## config.mk

```make
export PLATFORM = sky130hd
export DESIGN_NAME = bcd_sevenseg_scan
export DESIGN_NICKNAME = d
export VERILOG_FILES = /design/src/rtl/sevenseg_pkg.sv /design/src/rtl/bcd7seg_decode.sv /design/src/rtl/bcd_sevenseg_scan.sv
export SDC_FILE = /design/constraint.sdc
export NUM_CORES = 1
export LEC_CHECK = 0
export CORE_ASPECT_RATIO = 0.8
export CORE_MARGIN = 2
export CORE_UTILIZATION = 54
export CTS_CLUSTER_DIAMETER = 150
export DETAILED_ROUTE_END_ITERATION = 6
export GPL_ROUTABILITY_DRIVEN = 0
export GPL_TIMING_DRIVEN = 0
export HOLD_SLACK_MARGIN = 0.05
export PLACE_DENSITY = 0.78
export REMOVE_ABC_BUFFERS = 1
export SLEW_MARGIN = 25
export SYNTH_ARGS = -nofsm -noshare
export SYNTH_HDL_FRONTEND = slang
export SYNTH_HIERARCHICAL = 1
export SYNTH_SLANG_ARGS = --single-unit
```

## constraint.sdc

```tcl
create_clock -name clk -period 2.7 [get_ports clk]
set_input_delay 0.27 -clock clk [delete_from_list [all_inputs] [get_ports clk]]
set_output_delay 0.27 -clock clk [all_outputs]
set_load 0.03 [all_outputs]
```

## src/rtl/sevenseg_pkg.sv

```systemverilog
// Shared seven-segment definitions: segment type, digit/dash/blank patterns,
// scan-slot encoding and the active-low anode helper.
package sevenseg_pkg;

    localparam int unsigned SEG_W   = 7;
    localparam int unsigned DIGITS  = 4;
    localparam int unsigned NIBBLE_W = 4;

    typedef logic [SEG_W-1:0] seg_t;

    // Scan slot, one per display digit
    typedef enum logic [1:0] {
        SCAN_D0 = 2'd0,
        SCAN_D1 = 2'd1,
        SCAN_D2 = 2'd2,
        SCAN_D3 = 2'd3
    } scan_t;

    // Active-low patterns, bit 0 = segment a .. bit 6 = segment g
    localparam seg_t SEG_DIGIT [0:9] = '{
        7'b1000000, 7'b1111001, 7'b0100100, 7'b0110000, 7'b0011001,
        7'b0010010, 7'b0000010, 7'b1111000, 7'b0000000, 7'b0010000
    };
    localparam seg_t SEG_DASH  = 7'b0111111;
    localparam seg_t SEG_BLANK = 7'b1111111;

    // Active-low one-hot anode pattern for a digit slot
    function automatic logic [DIGITS-1:0] an_onehot(input logic [1:0] idx);
        return ~(DIGITS'(1) << idx);
    endfunction

endpackage

```

## src/rtl/bcd7seg_decode.sv

```systemverilog
// Combinational BCD nibble to active-low seven-segment decoder.
// Ports: nibble (4-bit BCD digit in), seg (active-low segments out, _c-style
// combinational; non-BCD codes A-F show a dash).
module bcd7seg_decode
    import sevenseg_pkg::*;
(
    input  logic [NIBBLE_W-1:0] nibble,
    output seg_t                seg
);

    always_comb begin
        seg = SEG_DASH;
        if (nibble < NIBBLE_W'(10)) begin
            seg = SEG_DIGIT[nibble];
        end
    end

endmodule

```

## src/rtl/bcd_sevenseg_scan.sv

```systemverilog
// Multiplexed 4-digit seven-segment driver for a packed BCD value.
// A refresh divider steps the scan one digit per REFRESH_DIV cycles; the
// input value and display controls are latched once per frame so a frame
// never mixes two values.
// Ports: clk, reset (sync, active-high), value (packed BCD, digit0 in [3:0]),
// blank_lz (blank leading zeros), dp_en (per-digit decimal point),
// seg/dp/an (registered, active-low display pins).
module bcd_sevenseg_scan
    import sevenseg_pkg::*;
#(
    parameter  int unsigned REFRESH_DIV = 100000,
    localparam int unsigned CNT_W       = $clog2(REFRESH_DIV)
) (
    input  logic                         clk,
    input  logic                         reset,
    input  logic [DIGITS*NIBBLE_W-1:0]   value,
    input  logic                         blank_lz,
    input  logic [DIGITS-1:0]            dp_en,
    output seg_t                         seg,
    output logic                         dp,
    output logic [DIGITS-1:0]            an
);

    logic [CNT_W-1:0]               div_cnt;
    logic                           tick;
    scan_t                          idx;
    logic [DIGITS*NIBBLE_W-1:0]     shadow_value;
    logic                           shadow_blank_lz;
    logic [DIGITS-1:0]              shadow_dp_en;
    logic [NIBBLE_W-1:0]            digit;
    logic                           blank;
    seg_t                           dec_seg;

    assign tick = (div_cnt == CNT_W'(REFRESH_DIV - 1));

    // Current digit nibble and leading-zero blanking for the active slot
    always_comb begin
        digit = shadow_value[3:0];
        blank = 1'b0;
        case (idx)
            SCAN_D0: digit = shadow_value[3:0];
            SCAN_D1: begin
                digit = shadow_value[7:4];
                blank = shadow_blank_lz && (shadow_value[15:4] == 12'h000);
            end
            SCAN_D2: begin
                digit = shadow_value[11:8];
                blank = shadow_blank_lz && (shadow_value[15:8] == 8'h00);
            end
            SCAN_D3: begin
                digit = shadow_value[15:12];
                blank = shadow_blank_lz && (shadow_value[15:12] == 4'h0);
            end
            default: ;
        endcase
    end

    bcd7seg_decode u_decode (
        .nibble (digit),
        .seg    (dec_seg)
    );

    // Divider, scan state, frame latch and registered display outputs
    always_ff @(posedge clk) begin
        if (reset) begin
            div_cnt         <= '0;
            idx             <= SCAN_D0;
            shadow_value    <= '0;
            shadow_blank_lz <= 1'b0;
            shadow_dp_en    <= '0;
            an              <= '1;
            seg             <= SEG_BLANK;
            dp              <= 1'b1;
        end else begin
            div_cnt <= tick ? '0 : div_cnt + CNT_W'(1);
            if (tick) begin
                idx <= scan_t'(2'(idx + 2'd1));
                // Frame boundary: the next slot shown is digit0 of the new value
                if (idx == SCAN_D3) begin
                    shadow_value    <= value;
                    shadow_blank_lz <= blank_lz;
                    shadow_dp_en    <= dp_en;
                end
            end
            an  <= an_onehot(idx);
            seg <= blank ? SEG_BLANK : dec_seg;
            dp  <= blank ? 1'b1 : ~shadow_dp_en[idx];
        end
    end

endmodule
```

== Yosys cells after proc, flatten, opt, wreduce, memory -nomap -nowiden ==
Memory sizes are Yosys's and may differ from the RTL's.
Cells that the tools add are included.

* Flip-flop bits (word level): 52
* ROM bits: 112
* Input port bits: 23
* Output and inout bits: 12
* Word-level logic and storage cells: 42
* Memories kept: 1

{| class="wikitable"
|+ Memories
! memory !! words !! width !! read ports !! clocked after Yosys merged registers in !! write ports !! RTL line !! RTL
|-
| (name not given) || 16 || 7 || 1 || 0 || 0 || bcd7seg_decode.sv:14 || <nowiki>seg = SEG_DIGIT[nibble];</nowiki>
|}

* Add/sub/neg operators: 2
* Magnitude comparators: 3
* Eq/ne operators: 4
* Shift operators: 1
* Muxes and demuxes: 7
* Bitwise gates (word level): 4
* Reduce and logical (&&, ||, !) cells: 11

{| class="wikitable"
|+ Operators with widths
! kind !! count
|-
| $mux W7 || 3
|-
| $add A17 B1 Y17 const B || 1
|-
| $eq A17 B17 Y1 const B || 1
|-
| $pmux W4 S4 || 1
|-
| $logic_not A12 Y1 || 1
|-
| $logic_not A8 Y1 || 1
|-
| $ge A5 B5 Y1 const B || 1
|-
| $not A4 Y5 || 1
|-
| $eq A2 B2 Y1 const B || 2
|-
| $logic_not A4 Y1 || 1
|-
| $lt A4 B4 Y1 const B || 1
|-
| $not A4 Y4 || 1
|-
| $reduce_or A2 Y1 || 2
|-
| $shl A1 B2 Y4 const A || 1
|-
| $logic_and A1 B1 Y1 || 3
|-
| $lt A2 B3 Y1 const B || 1
|-
| $pmux W1 S3 || 1
|-
| $reduce_or A3 Y1 || 1
|-
| $add A2 B1 Y2 const B || 1
|-
| $bmux W1 S2 || 1
|-
| $eq A2 B1 Y1 const B || 1
|-
| $logic_not A2 Y1 || 1
|-
| $not A1 Y1 || 2
|-
| $reduce_and A2 Y1 || 1
|-
| $mux W1 || 1
|}

== Depth between registers and ports, before layout ==
* Depth in word-level cells: 7
* Gate-level depth with buffers: 9

== Hierarchy ==
Netlist, hierarchy kept.

{| class="wikitable"
|+ Modules (own cells, without submodules)
! module !! times used !! cells an instance !! area each (um^2)
|-
| bcd_sevenseg_scan || 1 || 247 || 2247.2
|-
| bcd7seg_decode || 1 || 29 || 221.5
|}

== Worst setup path before layout ==
OpenSTA, ideal clock, no wires.

* Path type: register to register
* Start point: register idx[0]
* End point: register seg[3]
* Library setup time: 0.123 ns
* Arrival: 2.236 ns
* Path slack: 0.340 ns
* Cell stages (with the launch flop): 10
* Buffers on the path: 1
* Clock period less this slack: 2.360 ns
* Cell sequence: dfxtp_1 -> inv_1 -> ha_1 -> buf_1 -> mux2i_1 -> inv_1 -> ha_1 -> and3b_1 -> a21oi_1 -> or2_2

* Longest elaborated chain between the ends: 6
* Elaborated cells on any way between the ends: 13
* Classes of those cells: order compare (1); eq/ne (3); mux (4); bitwise (2); reduce/logical (2); memory (1)

{| class="wikitable"
|+ Ends and longest elaborated chain
! item !! RTL line !! RTL
|-
| start, declared || bcd_sevenseg_scan.sv:26 || <nowiki>scan_t idx;</nowiki>
|-
| start signal, assigned || bcd_sevenseg_scan.sv:77 || <nowiki>idx <= scan_t'(2'(idx + 2'd1));</nowiki>
|-
| $eq A2 B2 Y1, or another cell as far along || bcd_sevenseg_scan.sv:40 || <nowiki>case (idx)</nowiki>
|-
| $pmux W4 S4 * || bcd_sevenseg_scan.sv:40 ||
|-
| named net digit[1] || bcd_sevenseg_scan.sv:30 || <nowiki>logic [NIBBLE_W-1:0] digit;</nowiki>
|-
| $not A4 Y5 (implied by the code) || bcd7seg_decode.sv:14 ||
|-
| $mem_v2 Z16 W7 || n/a ||
|-
| $mux W7 (implied by the code) (2 in series) || bcd7seg_decode.sv:14 ||
|-
| end signal, assigned || bcd_sevenseg_scan.sv:86 || <nowiki>seg <= blank ? SEG_BLANK : dec_seg;</nowiki>
|-
| end, declared || bcd_sevenseg_scan.sv:19 || <nowiki>output seg_t seg,</nowiki>
|}

The timed path passes the listed nets; every way through them passes the cells marked *. The select of a mux whose other input is x is not followed.
A chain may end at the register's enable or synchronous reset.

== Worst setup path in the final report ==
* Start point: register idx[0]
* End point: register seg[1]

The elaborated chain is that of the path after synthesis.

==> results.cfg <==
[final_layout]
drive_gt1_share_pct = 8.58
fin_area_um2 = 2920
area.growth.synth_to_final_pct = 18.3
fin_nets = 336
final_cells = 360
multi_input_area_um2 = 1270
n_fill_cell = 359
register_area_um2 = 1040
antenna_cells = 0

[global_routing]
gr-usage-met1_pct = 29.0
overflow = 0
use_met2_pct = 30.9
grt-busiest-layer = met2
grt_start_max_net_pins = 31
grt_pass1_vias = 1795
grt_use_total_pct = 20.6
grt_antenna_before_repair = 0
grt_pass1_wl_um = 8310
use_met3_pct = 5.01

[synth]
syn_area_per_cell_um2 = 8.94
synth_cells = 276
synth_compound_area_share_pct = 14.4
ys.warnings.count = 6
synth.area.top_cells = dfxtp_1 42%, ha_1 5.6%, nand3_1 5.5%, a21oi_1 5.3%, o21ai_0 5.1%
syn-cell-area_um2 = 2470
netlist.area_leader.share_pct = 42.2
synth-seq-cells = 52
synth_fa_ha_area_share_pct = 5.58
ys_types = 43
yosysMostFrequentCell = dfxtp_1
synth_edf_count = 0
synth_top_family_by_area = simple AND/OR/NAND/NOR gates
async_reset_ff_share_pct = 0
ys_seq_area_share_pct = 42.2
ys.flop_type = dfxtp_1
synth_xor_xnor_area_share_pct = 5.32
yosysTopAreaCell = dfxtp_1
synthMuxAreaShare_pct = 2.94
synth_top_cells_by_count = 52 x dfxtp_1, 27 x nand3_1, 26 x a21oi_1
synth_simple_gate_area_share_pct = 23.2

[worst_setup_path]
arrival_ns = 2.68
crit_family = compound AO/OA/AOI/OAI gates
critPathMaxStageDelay_ns = 0.49
crit_fanout = 6
start_kind = flip-flop
cp-end-kind = flip-flop
crit_type = flip-flop to flip-flop
critical_path_required_ns = 2.89
crit_chain = inv_1, ha_1, a222oi_1, mux2i_2, inv_1, ha_1, o21ai_1, nand2_1, or2_2
cp_slowest_cell = a222oi_1
critPathBufInv = 2

[routing]
num_vias = 2070
drtIter0Drc = 97
drc = 0
ant_nets = 0
wire_per_inst_um = 13.5
vias_per_cell = 5.75
drt_wl_total_um = 4860
dr.pass1.iters = 7

[place]
place_inst = 350
placed_area_um2 = 2780
dp.final_hpwl_um = 3380
portBuffers = 34

[clock_tree]
cts_sinks = 52
cts.clk_slew.worst_paths_ns = 0.09
tritoncts = built
numCtsBuffers = 5
clockBufferDepth = 2
cts-root-buf = clkbuf_8
insertion_delay_ns = 0.31
h-tree-depth = 2

[sta]
fin_skew_ns = 0.0128
tightest_slew_ns = 1.04
fmax_mhz = 402
holdWs_ns = 0.480
drv_slew = 0
hold_viol = 0
fin_tns_setup_ns = 0
min_period_ns = 2.49
slew-limit-headroom_pct = 30.7
setup_viol = 0
rsz0062_at_grt = no
min_period_over_period_pct = 92.1

[die]
fp.dieArea_um2 = 5130
start_util_pct = 57.6
rows = 21
core_area_um2 = 4280
die_w_um = 79.6
ios = 35
fp.dieH_um = 64.5

[power_and_ir_drop]
ir_drop_uv = 310
power.density_nw_per_um2 = 492
power.leakage_uw = 0.000999
p_total_uw = 1440

[flow_run]
cap_violations = 0

[outcome]
status = finished clean

[hold_path]
holdCritPathClass = flip-flop to flip-flop
## area by class of cell
type / instances / area share [%]
Tap cell: 57 / 2.44
Multi-Input combinational cell: 193 / 43.6
Clock buffer: 7 / 3.30
Sequential cell: 52 / 35.7
Inverter: 14 / 1.80
Clock inverter: 1 / 1.03
Timing Repair Buffer: 36 / 12.2
## logic make-up after synthesis
kind of cell	Yosys count
simple gates	99
mux	6
buf+inv	31
fa+ha+maj	11
compound gates	62
flops	52
xor+xnor	15
## metal layers
layer / up-vias / wire length (um)
li1: 1025 / -
met1: 972 / 2370
met2: 67 / 2150
met3: 6 / 278
met4: 0 / 59
met5: - / 0
## placed cells by master, fill, tap and decap left out, types with 4 or more instances in the layout
cell type,instances
dfxtp_1,51
nand4_1,6
o21ai_0,25
nand3_1,27
nor2_1,21
or2_2,7
inv_1,14
nand2_1,7
xnor2_1,11
clkdlybuf4s50_1,34
a21oi_1,26
xor2_1,4
nor4_1,9
mux2i_1,4
clkbuf_8,7
nand2b_1,6
a222oi_1,4
ha_1,11
## worst min-delay path, cell delays in order (launching register included)
cell	delay [ns]
dfxtp_1	0.32
o21ai_0	0.06
a21oi_1	0.06
## power breakdown
group | total [uW] | internal (uW) | switching (uW) | leakage (uW)
logic | 80.9 | 46.7 | 34.2 | 0.000512
registers | 781 | 776 | 5.75 | 0.000423
clock network | 575 | 327 | 248 | 0.0000645
total | 1440 | 1150 | 288 | 0.000999
## repair_timing
item	in CTS	in global routing
hold buffers	0	0
setup buffers	0	2
gates resized for setup	0	2
setup endpoints to repair	0	4
## registers in the layout, summed over array words and instances (netlist names)
name and count:
an 4, div_cnt 17, dp 1, idx 2
seg 7, shadow_blank_lz 1, shadow_dp_en 4, shadow_value 16
## worst paths after layout
check                                  endpoint  slack (ns)            start  cells after the start
worst max-delay path                     seg[1]        0.21           idx[0]                      9
worst min-delay path            shadow_blank_lz        0.48  shadow_blank_lz                      2
worst max register to register           seg[1]        0.21           idx[0]                      9
worst min register to register  shadow_blank_lz        0.48  shadow_blank_lz                      2
## metrics by stage
step	util, %	setup WS, ns
after global routing	68.2	0.0587
after global placement	64.8	0.144
after CTS	67.7	0.00522
after detailed placement	64.8	0.0163
final	68.2	0.212
after floorplan	-	0.428
Note: power is estimated with default switching activity, not from simulation.
